`src/rtl/rv_test_monitor.sv`:
```
// Completion monitor for riscv-tests: shadows the done/pass/testnum register writes and latches a sticky verdict.
// Optional watchdog timeout state when RV_TEST_MON_WATCHDOG_EN is defined.
module rv_test_monitor #(
  parameter int DATA_W      = 32,
  parameter int ADDR_W      = 5,
  parameter int DONE_REG    = 26,
  parameter int PASS_REG    = 27,
  parameter int NUM_REG     = 3,
  parameter int SETTLE_CYC  = 10,
  parameter int TIMEOUT_CYC = 100000,
  parameter int CNT_W       = 20
) (
  input  logic              clk,
  input  logic              rst,
  input  logic              wr_en,
  input  logic [ADDR_W-1:0] wr_addr,
  input  logic [DATA_W-1:0] wr_data,
  input  logic              clr,
  output logic              busy,
  output logic              done,
  output logic              pass,
  output logic              fail,
  output logic              timeout,
  output logic [DATA_W-1:0] fail_num
);

  typedef enum logic [2:0] {S_WAIT, S_SETTLE, S_PASS, S_FAIL, S_TIMEOUT} state_t;

  localparam logic [CNT_W-1:0]  SETTLE_LAST = CNT_W'(SETTLE_CYC - 1);
  localparam logic [CNT_W-1:0]  TIMEOUT_LAST = CNT_W'(TIMEOUT_CYC - 1);
  localparam logic [ADDR_W-1:0] DONE_IDX = ADDR_W'(DONE_REG);
  localparam logic [ADDR_W-1:0] PASS_IDX = ADDR_W'(PASS_REG);
  localparam logic [ADDR_W-1:0] NUM_IDX  = ADDR_W'(NUM_REG);

  state_t              st_q, st_d;
  logic [CNT_W-1:0]    cnt_q, cnt_d;
  logic [DATA_W-1:0]   pass_sh_q, pass_sh_d;
  logic [DATA_W-1:0]   num_sh_q, num_sh_d;
  logic                busy_q, busy_d, done_q, done_d, pass_q, pass_d;
  logic                fail_q, fail_d, timeout_q, timeout_d;
  logic [DATA_W-1:0]   fail_num_q, fail_num_d;
  logic                wr_ok, done_wr, live;

`ifndef RV_TEST_MON_WATCHDOG_EN
  logic unused_timeout_last;
  assign unused_timeout_last = ^TIMEOUT_LAST;
`endif

  always_comb begin
    st_d      = st_q;
    cnt_d     = cnt_q;
    pass_sh_d = pass_sh_q;
    num_sh_d  = num_sh_q;
    wr_ok     = wr_en && (wr_addr != '0);
    done_wr   = wr_ok && (wr_addr == DONE_IDX) && (wr_data == DATA_W'(1));
    live      = (st_q == S_WAIT) || (st_q == S_SETTLE);

    case (st_q)
      S_WAIT: begin
        if (done_wr) begin
          st_d  = S_SETTLE;
          cnt_d = '0;
        end
`ifdef RV_TEST_MON_WATCHDOG_EN
        else if (cnt_q == TIMEOUT_LAST) begin
          st_d = S_TIMEOUT;
        end else begin
          cnt_d = cnt_q + 1'b1;
        end
`endif
      end
      S_SETTLE: begin
        // Verdict reads the pre-edge shadow, so a same-edge PASS write is ignored.
        if (cnt_q == SETTLE_LAST) begin
          st_d = (pass_sh_q == DATA_W'(1)) ? S_PASS : S_FAIL;
        end else begin
          cnt_d = cnt_q + 1'b1;
        end
      end
      default: ;
    endcase

    if (live && wr_ok && (wr_addr == PASS_IDX)) pass_sh_d = wr_data;
    if (live && wr_ok && (wr_addr == NUM_IDX))  num_sh_d  = wr_data;

    busy_d     = (st_d == S_WAIT) || (st_d == S_SETTLE);
    done_d     = (st_d == S_PASS) || (st_d == S_FAIL) || (st_d == S_TIMEOUT);
    pass_d     = (st_d == S_PASS);
    fail_d     = (st_d == S_FAIL) || (st_d == S_TIMEOUT);
    timeout_d  = (st_d == S_TIMEOUT);
    fail_num_d = fail_d ? num_sh_q : '0;
  end

  always_ff @(posedge clk) begin
    if (rst || clr) begin
      st_q       <= S_WAIT;
      cnt_q      <= '0;
      pass_sh_q  <= '0;
      num_sh_q   <= '0;
      busy_q     <= 1'b1;
      done_q     <= 1'b0;
      pass_q     <= 1'b0;
      fail_q     <= 1'b0;
      timeout_q  <= 1'b0;
      fail_num_q <= '0;
    end else begin
      st_q       <= st_d;
      cnt_q      <= cnt_d;
      pass_sh_q  <= pass_sh_d;
      num_sh_q   <= num_sh_d;
      busy_q     <= busy_d;
      done_q     <= done_d;
      pass_q     <= pass_d;
      fail_q     <= fail_d;
      timeout_q  <= timeout_d;
      fail_num_q <= fail_num_d;
    end
  end

  assign busy     = busy_q;
  assign done     = done_q;
  assign pass     = pass_q;
  assign fail     = fail_q;
  assign timeout  = timeout_q;
  assign fail_num = fail_num_q;

endmodule

```
`config.mk`:
```
export PLATFORM = sky130hd
export DESIGN_NAME = rv_test_monitor
export DESIGN_NICKNAME = d
export VERILOG_FILES = /design/src/rtl/rv_test_monitor.sv
export SDC_FILE = /design/constraint.sdc
export NUM_CORES = 1
export LEC_CHECK = 0
export BUFFER_PORTS_ARGS = -buffer_cell sky130_fd_sc_hd__buf_2
export CAP_MARGIN = 40
export CORE_ASPECT_RATIO = 2
export CORE_MARGIN = 3
export CORE_UTILIZATION = 52
export DETAILED_ROUTE_END_ITERATION = 16
export PLACE_DENSITY = 0.75
export SLEW_MARGIN = 20
export SYNTH_ARGS = -nofsm -noshare
export SYNTH_HDL_FRONTEND = slang
export SYNTH_SLANG_ARGS = --single-unit
```
`constraint.sdc`:
```
create_clock -name clk -period 5.05 [get_ports clk]
set_clock_uncertainty 0.15 [all_clocks]
set_input_delay 0.2525 -clock clk [delete_from_list [all_inputs] [get_ports clk]]
set_output_delay 0.2525 -clock clk [all_outputs]
set_load 0.005 [all_outputs]
```
# Word-level counts from Yosys, hierarchy flattened
# Index checks and enable logic that the tools add are counted.
classes:
  add_sub_neg: 1
  n_eq_ne: 13
  bitwise_logic: 1
  n_reduce_logical: 18
  mux: 7
op_table:
  columns: ["op", "n"]
  rows:
  - ["32-bit by 1-bit == test with 1-bit output (second input constant)", 2]
  - ["20-bit 2-to-1 mux", 2]
  - ["20-bit one-hot mux with 2 select lines", 1]
  - ["20-bit by 1-bit adder with 20-bit output (second input constant)", 1]
  - ["20-bit by 4-bit == test with 1-bit output (second input constant)", 1]
  - ["5-bit == test (second input constant)", 2]
  - ["3-bit by 1-bit == test with 1-bit output (second input constant)", 2]
  - ["3-bit by 2-bit == test with 1-bit output (second input constant)", 2]
  - ["1-bit logical AND", 6]
  - ["3-bit zero test", 2]
  - ["1-bit logical OR", 6]
  - ["3-bit 2-to-1 mux", 2]
  - ["3-bit one-hot mux with 2 select lines", 1]
  - ["5-bit by 2-bit == test with 1-bit output (second input constant)", 1]
  - ["5-bit nonzero test", 1]
  - ["2-bit != test (second input constant)", 2]
  - ["3-bit == test (second input constant)", 1]
  - ["3-bit AND reduction", 1]
  - ["2-bit nonzero test", 1]
  - ["2-bit OR reduction", 1]
  - ["1-bit 2-to-1 mux", 1]
  - ["1-bit inverter", 1]
word_totals:
  output_inout_bits: 37
  wordCells: 50
  ff_bits: 124
  inputBits: 41

# Depth between registers and ports, before layout
# Gate-level depths: netlist of run 1.
logic_depth:
  ltp_word: 10
  mapped_depth: 10
  depth_no_buf: 8

# Worst setup path before layout of run 1
# Ideal clock, no wire load.
synth_timing:
  path_type: "register to register"
  startpoint: "register cnt_q[0]"
  endpoint: "register fail_num_q[2] (netlist: fail_num[2])"
  n_path_buf: 1
  setup_ns: 0.061
  period_less_slack_ns: 2.177
  path_stages_with_launch: 9
  t_arrival_ns: 1.966
  t_required_ns: 4.839
  slack_ns: 2.873
  cell_sequence: "dfxtp_1 -> ha_1 -> nor4b_1 -> nand2_1 -> or3_1 -> a211oi_1 -> o22a_1 -> clkbuf_2 -> and3_1"
synth_between:
  elab_chain_cells: 7
  word_cells_on_any_way: 8
  classes_between: "3 x eq/ne; 2 x mux; 1 x bitwise; 2 x reduce/logical"
synth_rtl:
  columns: ["element", "line_no", "text"]
  rows:
  - ["start: declaration", "36", "logic [CNT_W-1:0] cnt_q, cnt_d;"]
  - ["start signal: assignment", "108", "cnt_q <= cnt_d;"]
  - ["20-bit by 4-bit == test with 1-bit output (*)", "74", "if (cnt_q == SETTLE_LAST) begin"]
  - ["3-bit 2-to-1 mux (*)", "74", null]
  - ["3-bit one-hot mux with 2 select lines (*)", "58", "case (st_q)"]
  - ["3-bit by 2-bit == test with 1-bit output / 3-bit == test (equally long branches)", "89", "fail_d = (st_d == S_FAIL) || (st_d == S_TIMEOUT);"]
  - ["1-bit logical OR (*)", "89", null]
  - ["1-bit inverter (no source line) (*)", null, null]
  - ["2-bit OR reduction (no source line) (*)", null, null]
  - ["end signal: assignment", "116", "fail_num_q <= fail_num_d;"]
  - ["end: declaration", "41", "logic [DATA_W-1:0] fail_num_q, fail_num_d;"]
# Every way passes the cells marked *; elsewhere a longest branch is shown, timed or not.
# A chain may end at the register's enable or synchronous reset.

# Final worst setup path of run 1
layout_timing:
  startpoint: "input port wr_data[22]"
  endpoint: "register fail_num_q[8] (netlist: fail_num[8])"
layout_between:
  elab_chain_cells: 8
  word_cells_on_any_way: 9
  classes_between: "3 x eq/ne; 2 x mux; 1 x bitwise; 3 x reduce/logical"
layout_rtl:
  columns: ["element", "line_no", "text"]
  rows:
  - ["start: declaration", "17", "input logic [DATA_W-1:0] wr_data,"]
  - ["32-bit by 1-bit == test with 1-bit output (*)", "55", "done_wr = wr_ok && (wr_addr == DONE_IDX) && (wr_data == DATA_W'(1));"]
  - ["1-bit logical AND (*)", "55", null]
  - ["3-bit 2-to-1 mux (*)", "60", "if (done_wr) begin"]
  - ["3-bit one-hot mux with 2 select lines (*)", "58", null]
  - ["3-bit by 2-bit == test with 1-bit output / 3-bit == test (equally long branches)", "89", null]
  - ["1-bit logical OR (*)", "89", null]
  - ["1-bit inverter (no source line) (*)", null, null]
  - ["2-bit OR reduction (no source line) (*)", null, null]
# Marks and branches as above.

==> impl_metrics.json, run 1 <==
{
  "status": "complete, no violations",
  "synth_edf_count": 0,
  "drt-pass1-iter-count": 5,
  "ctsResizeCount": 0,
  "final_cell_mix": "dfxtp_1, nand2_1, buf_2, nor2_1, a21oi_1",
  "dieHeight_um": 139,
  "final_common_cell": "dfxtp_1",
  "hold_path.class": "input port to register",
  "ys.warnings.count": 0,
  "r2r_slack_ns": 2.19,
  "clkTransAtPathRegs_ns": 0.05,
  "postRouteAntennaNets": 0,
  "antenna_found_initial": 0,
  "hold_start": "rst",
  "crit_path_max_incr_delay_ns": 0.54,
  "timing.fmax_ghz": 0.318,
  "whs_endpoint": "done$_SDFF_PP0_",
  "wl_met2_mm": 6.95,
  "worstSetupEndpointType": "register",
  "grt_overflow": 0,
  "htree_num_levels": 4,
  "wl_per_cell_um": 16.4,
  "crit_path_start": "wr_data[22]",
  "route.met3.wl_um": 407,
  "layout-drive-gt1-share": 0.197,
  "worstReg2RegStart": "st_q[2]$_SDFF_PP0_",
  "critPathSlowestCell": "or4_1",
  "fin_crit_sh": 0.622,
  "vias_per_cell": 5.56,
  "post-dp-hpwl_mm": 7.86,
  "synth_seq_cells": 124,
  "clock_sinks": 124,
  "initial_core_util": 0.534,
  "layout_setup_ws_ns": 1.91,
  "critPathRequiredTime_ns": 5.25,
  "path_max_fanout": 17,
  "dp_slack_ns": 2.08,
  "die-area_mm2": 0.0101,
  "grt_pass1_vias": 4085,
  "worstMarginPinSlew_ns": 0.746,
  "leakagePower_nw": 2.69,
  "chipWidth_um": 72.6,
  "max-cap-violations": 0,
  "area_delta_synth_final_pct": 30.1,
  "synthCells": 504,
  "clockBufferDepth": 2,
  "worstPathArrival_ns": 3.34,
  "holdPathStages": 4,
  "finalWirelength_mm": 11.8,
  "yosysSeqAreaShare": 0.538,
  "syn_area_mm2": 0.00461,
  "grt_max_degree": 38,
  "fill_cells": 658,
  "rsz0062_at_grt": "false",
  "io_pins": 78,
  "vias": 3995,
  "slew_headroom": 0.502,
  "clkLatencyLatePin_ns": 0.41,
  "wl_met1_mm": 4.13,
  "cts-buffers-inserted": 17,
  "root_buffer": "clkbuf_16",
  "syn_nets": 547,
  "path_cells": "dlygate4sd3_1, buf_2, or4_1, nor4_2, and4_1, nand2b_1, o22a_1, buf_8, and3_1",
  "fin_crit_ns": 3.14,
  "grt_pass1_wl_mm": 19.1,
  "async_flop_share": 0,
  "nets": 649,
  "drc": 0,
  "slew_viol_final": 0,
  "postSynth.topFlopCell": "dfxtp_1",
  "setup_viol": 0,
  "rr_worst_depth": 7,
  "port-buffer-count": 77,
  "report.final.hold_viol_count": 0,
  "cp-start-kind": "input port",
  "coreArea_mm2": 0.00865,
  "top_layer_used": "met4",
  "diodes": 0,
  "setup_tns_ns": 0,
  "path_class": "input port to register",
  "rows": 48,
  "first_iter_violations": 220,
  "cts_tree": "yes",
  "yosysUniqueCellTypes": 38,
  "r2r-end": "fail_num[8]$_SDFF_PP0_",
  "power_density_mw_per_mm2": 387,
  "peakVddDrop_uv": 319,
  "grt_usage": 0.246,
  "gp_congestion": 0.834,
  "avgSynthCellArea_um2": 9.16
}
-- Yosys cell counts (4+ instances only) --
cell | n | area, um2
a21oi_1 | 44 | 220
and3_1 | 39 | 244
buf_2 | 6 | 30.0
clkbuf_1 | 19 | 71.3
clkbuf_2 | 4 | 20.0
dfxtp_1 | 124 | 2480
inv_1 | 4 | 15.0
mux2i_1 | 33 | 330
nand2_1 | 82 | 308
nand3_1 | 9 | 45.0
nand4_1 | 5 | 31.3
nor2_1 | 48 | 180
nor4_1 | 15 | 93.8
nor4b_1 | 4 | 35.0
o211ai_1 | 6 | 45.0
o21ai_0 | 12 | 60.1
or3_1 | 14 | 87.6
or4_1 | 4 | 30.0
xor2_1 | 4 | 35.0
-- final cells by class --
| type | instances | area (um2) | area share |
|---|---|---|---|
| inverters | 4 | 15.0 | 0.00250 |
| flip-flops and latches | 124 | 2480 | 0.413 |
| repair buffers | 114 | 771 | 0.128 |
| multi-input cells | 345 | 1980 | 0.330 |
| well taps | 100 | 125 | 0.0208 |
| clock buffers | 21 | 460 | 0.0767 |
| clock inverters | 11 | 166 | 0.0277 |
-- how the worst max path moves through the flow --
| stage | end | slack (ns) |
|---|---|---|
| detailed placement | fail_num[8]$_SDFF_PP0_ | 2.08 |
| global placement | fail_num[10]$_SDFF_PP0_ | 1.96 |
| CTS | fail_num[8]$_SDFF_PP0_ | 1.95 |
| floorplan | fail_num[2]$_SDFF_PP0_ | 2.87 |
| finish | fail_num[8]$_SDFF_PP0_ | 1.91 |
| global route | fail_num[8]$_SDFF_PP0_ | 1.76 |
-- what timing repair did --
| action | CTS | global route |
|---|---|---|
| buffers inserted | 0 | 0 |
| hold buffers | 32 | 0 |
| endpoints found under the hold margin | 55 | 0 |
-- critical path: cells and delay by family --
kind / cells / cell delay [ns]
buffers and inverters: 3 / 0.92
AO/OA/AOI/OAI: 1 / 0.53
AND/OR/NAND/NOR: 5 / 1.62
-- per-stage QoR --
| step | total power [mW] | instance area (um2) | hold slack, ns | util | std cells |
|---|---|---|---|---|---|
| after floorplan | 1.02 | 4610 | 0.238 | - | 504 |
| after CTS | 2.34 | 6000 | 0.250 | 0.694 | 719 |
| final | 2.32 | 6000 | 0.264 | 0.694 | 719 |
| after global placement | 1.06 | 5010 | 0.291 | 0.579 | 653 |
| after detailed placement | 1.06 | 5060 | 0.297 | 0.585 | 655 |
| after global routing | 2.39 | 6000 | 0.272 | 0.694 | 719 |
-- layer usage --
layer / vias up / track usage
met5: - / 0
met4: 0 / 0.112
met3: 25 / 0.0629
met2: 96 / 0.457
met1: 1909 / 0.244
li1: 1965 / -
-- registers in the layout (all words and copies together), names as in the netlist --
signal,count
fail_num,32
num_sh_q,32
pass_sh_q,32
cnt_q,20
st_q,3
busy,1
done,1
fail,1
pass,1
timeout,1
-- logic make-up after synthesis --
logic type | count (synthesis) | share of synthesized area
simple gates | 234 | 0.251
flops | 124 | 0.538
compound gates | 71 | 0.0895
buf+inv | 35 | 0.0344
mux | 34 | 0.0740
xor+xnor | 4 | 0.00759
fa+ha+maj | 2 | 0.00542
-- where the power goes --
| group | total (mW) | switching [mW] | internal [mW] |
|---|---|---|---|
| sequential | 0.981 | 0.000699 | 0.980 |
| combinational | 0.0773 | 0.0422 | 0.0351 |
| clock | 1.26 | 0.414 | 0.850 |
Power figures use the tool's default switching activity.
==> run 2: changes to the inputs <==
Clock period 5.05 ns to 3 ns, I/O delays scaled along.
==> run 2 against run 1 <==
Effect of this change:
- global-route usage grew 0.70 points
- die area stayed put
- non-clock buffer count grew 4
- clock power rose by 57%
- critical endpoint is now fail_num[3]$_SDFF_PP0_
==> impl_metrics.json, run 2 (same netlist as run 1, synthesis figures left out) <==
{
  "clkTransAtPathRegs_ns": 0.05,
  "crit_path_start": "wr_data[2]",
  "chipWidth_um": 72.6,
  "gp_congestion": 0.865,
  "critPathSlowestCell": "dlygate4sd3_1",
  "grt.busiest_layer": "met2",
  "htree_num_levels": 4,
  "fill_cells": 707,
  "cts-buffers-inserted": 17,
  "grtUsageMet3": 0.0701,
  "grt_overflow": 0,
  "coreArea_mm2": 0.00865,
  "grt_max_degree": 37,
  "worstMarginPinSlew_ns": 0.715,
  "final_common_cell": "dfxtp_1",
  "final_util": 0.689,
  "report.final.hold_viol_count": 0,
  "path_max_fanout": 33,
  "cts_tree": "yes",
  "io_pins": 78,
  "slew_headroom": 0.523,
  "finalWirelength_mm": 12.0,
  "max-cap-violations": 0,
  "initial_core_util": 0.534,
  "first_iter_violations": 236,
  "post-dp-hpwl_mm": 8.01,
  "slew_viol_final": 0,
  "rows": 48,
  "critPathMostFrequentCell": "and3_1",
  "diodes": 0,
  "power_density_mw_per_mm2": 632,
  "worstPathArrival_ns": 2.94,
  "leakagePower_nw": 2.66,
  "clkLatencyLatePin_ns": 0.42,
  "nets": 653,
  "worstReg2RegStart": "cnt_q[9]$_SDFFE_PP0P_",
  "die-area_mm2": 0.0101,
  "setup_viol": 0,
  "timing.fmax_ghz": 0.365,
  "path_cells": "dlygate4sd3_1, buf_2, nor4_1, and3_1, and4_1, nand2b_1, o22a_1, buf_4, and3_1",
  "grt_usage": 0.253,
  "postRouteAntennaNets": 0,
  "grt_pass1_wl_mm": 19.6,
  "final_cell_mix": "dfxtp_1, nand2_1, buf_2, nor2_1, a21oi_1",
  "hold_path.class": "input port to register",
  "grt_use_met1": 0.246,
  "port-buffer-count": 77,
  "layout-drive-gt1-share": 0.202,
  "wl_per_cell_um": 16.6,
  "clockBufferDepth": 2,
  "setup_tns_ns": 0,
  "area_delta_synth_final_pct": 29.0,
  "drt-pass1-iter-count": 5,
  "worstSetupEndpointType": "register",
  "drc": 0,
  "fin_crit_ns": 2.74,
  "status": "complete, no violations",
  "cts_setup_buffers": 0,
  "antenna_found_initial": 0,
  "vias": 4029,
  "peakVddDrop_uv": 467,
  "rsz0062_at_grt": "false",
  "hold_start": "rst",
  "crit_path_max_incr_delay_ns": 0.55,
  "dieHeight_um": 139,
  "root_buffer": "clkbuf_16",
  "hold_ws_ns": 0.182,
  "grt_use_met2": 0.473,
  "vias_per_cell": 5.57,
  "path_class": "input port to register",
  "critPathRequiredTime_ns": 3.20,
  "cp-start-kind": "input port",
  "clock_sinks": 124,
  "p_total_mw": 3.76,
  "fin_crit_sh": 0.913,
  "grt_pass1_vias": 4152
}
[run 2: cell count changes in the layout (fill, tap and decap cells not counted), sizes merged]
cell	delta
bufinv	-2
clkinv	-2
clkinvlp	+4
buf	+4
[run 2: area by class of cell]
class	count	area, um2	share of cell area
Timing Repair Buffer	118	773	0.130
Multi-Input combinational cell	345	1980	0.332
Clock inverter	11	119	0.0200
Tap cell	100	125	0.0210
Sequential cell	124	2480	0.417
Inverter	4	15.0	0.00252
Clock buffer	21	460	0.0773
[run 2: final timing paths]
kind                                             endpoint  slack, ns  depth (start not counted)
worst max-delay path               fail_num[3]$_SDFF_PP0_       0.26                          9
worst max register to register     fail_num[3]$_SDFF_PP0_       0.32                          7
worst min register to register  pass_sh_q[0]$_SDFFE_PP0P_       0.30                          2
worst min-delay path                      done$_SDFF_PP0_       0.18                          4
[run 2: per-stage QoR]
step | setup slack, ns | instances | cell area [um2]
finish | 0.261 | 723 | 5950
global route | 0.131 | 723 | 5950
CTS | 0.323 | 723 | 5950
detailed placement | 0.473 | 659 | 5050
global placement | 0.460 | 659 | 5050
floorplan | 0.823 | 504 | 4610
[run 2: critical path, delay by kind of cell]
kind            cells  cell delay [ns]
compound gates      1             0.15
buf+inv             3             1.01
simple gates        5             1.61
[run 2: power breakdown]
| group | switching, mW | leakage, nW | internal, mW |
|---|---|---|---|
| combinational | 0.0715 | 1.38 | 0.0598 |
| clock | 0.721 | 0.275 | 1.26 |
| sequential | 0.00114 | 0.998 | 1.65 |
[run 2: layer usage]
metal	up-vias	routed length, um
met4	0	284
met1	1937	4250
met3	28	433
met5	-	0
met2	100	7030
li1	1964	-
[run 2: timing repair]
item,in CTS,in global routing
hold buffers,32,0
endpoints found under the hold margin,64,0
resized for setup,0,0
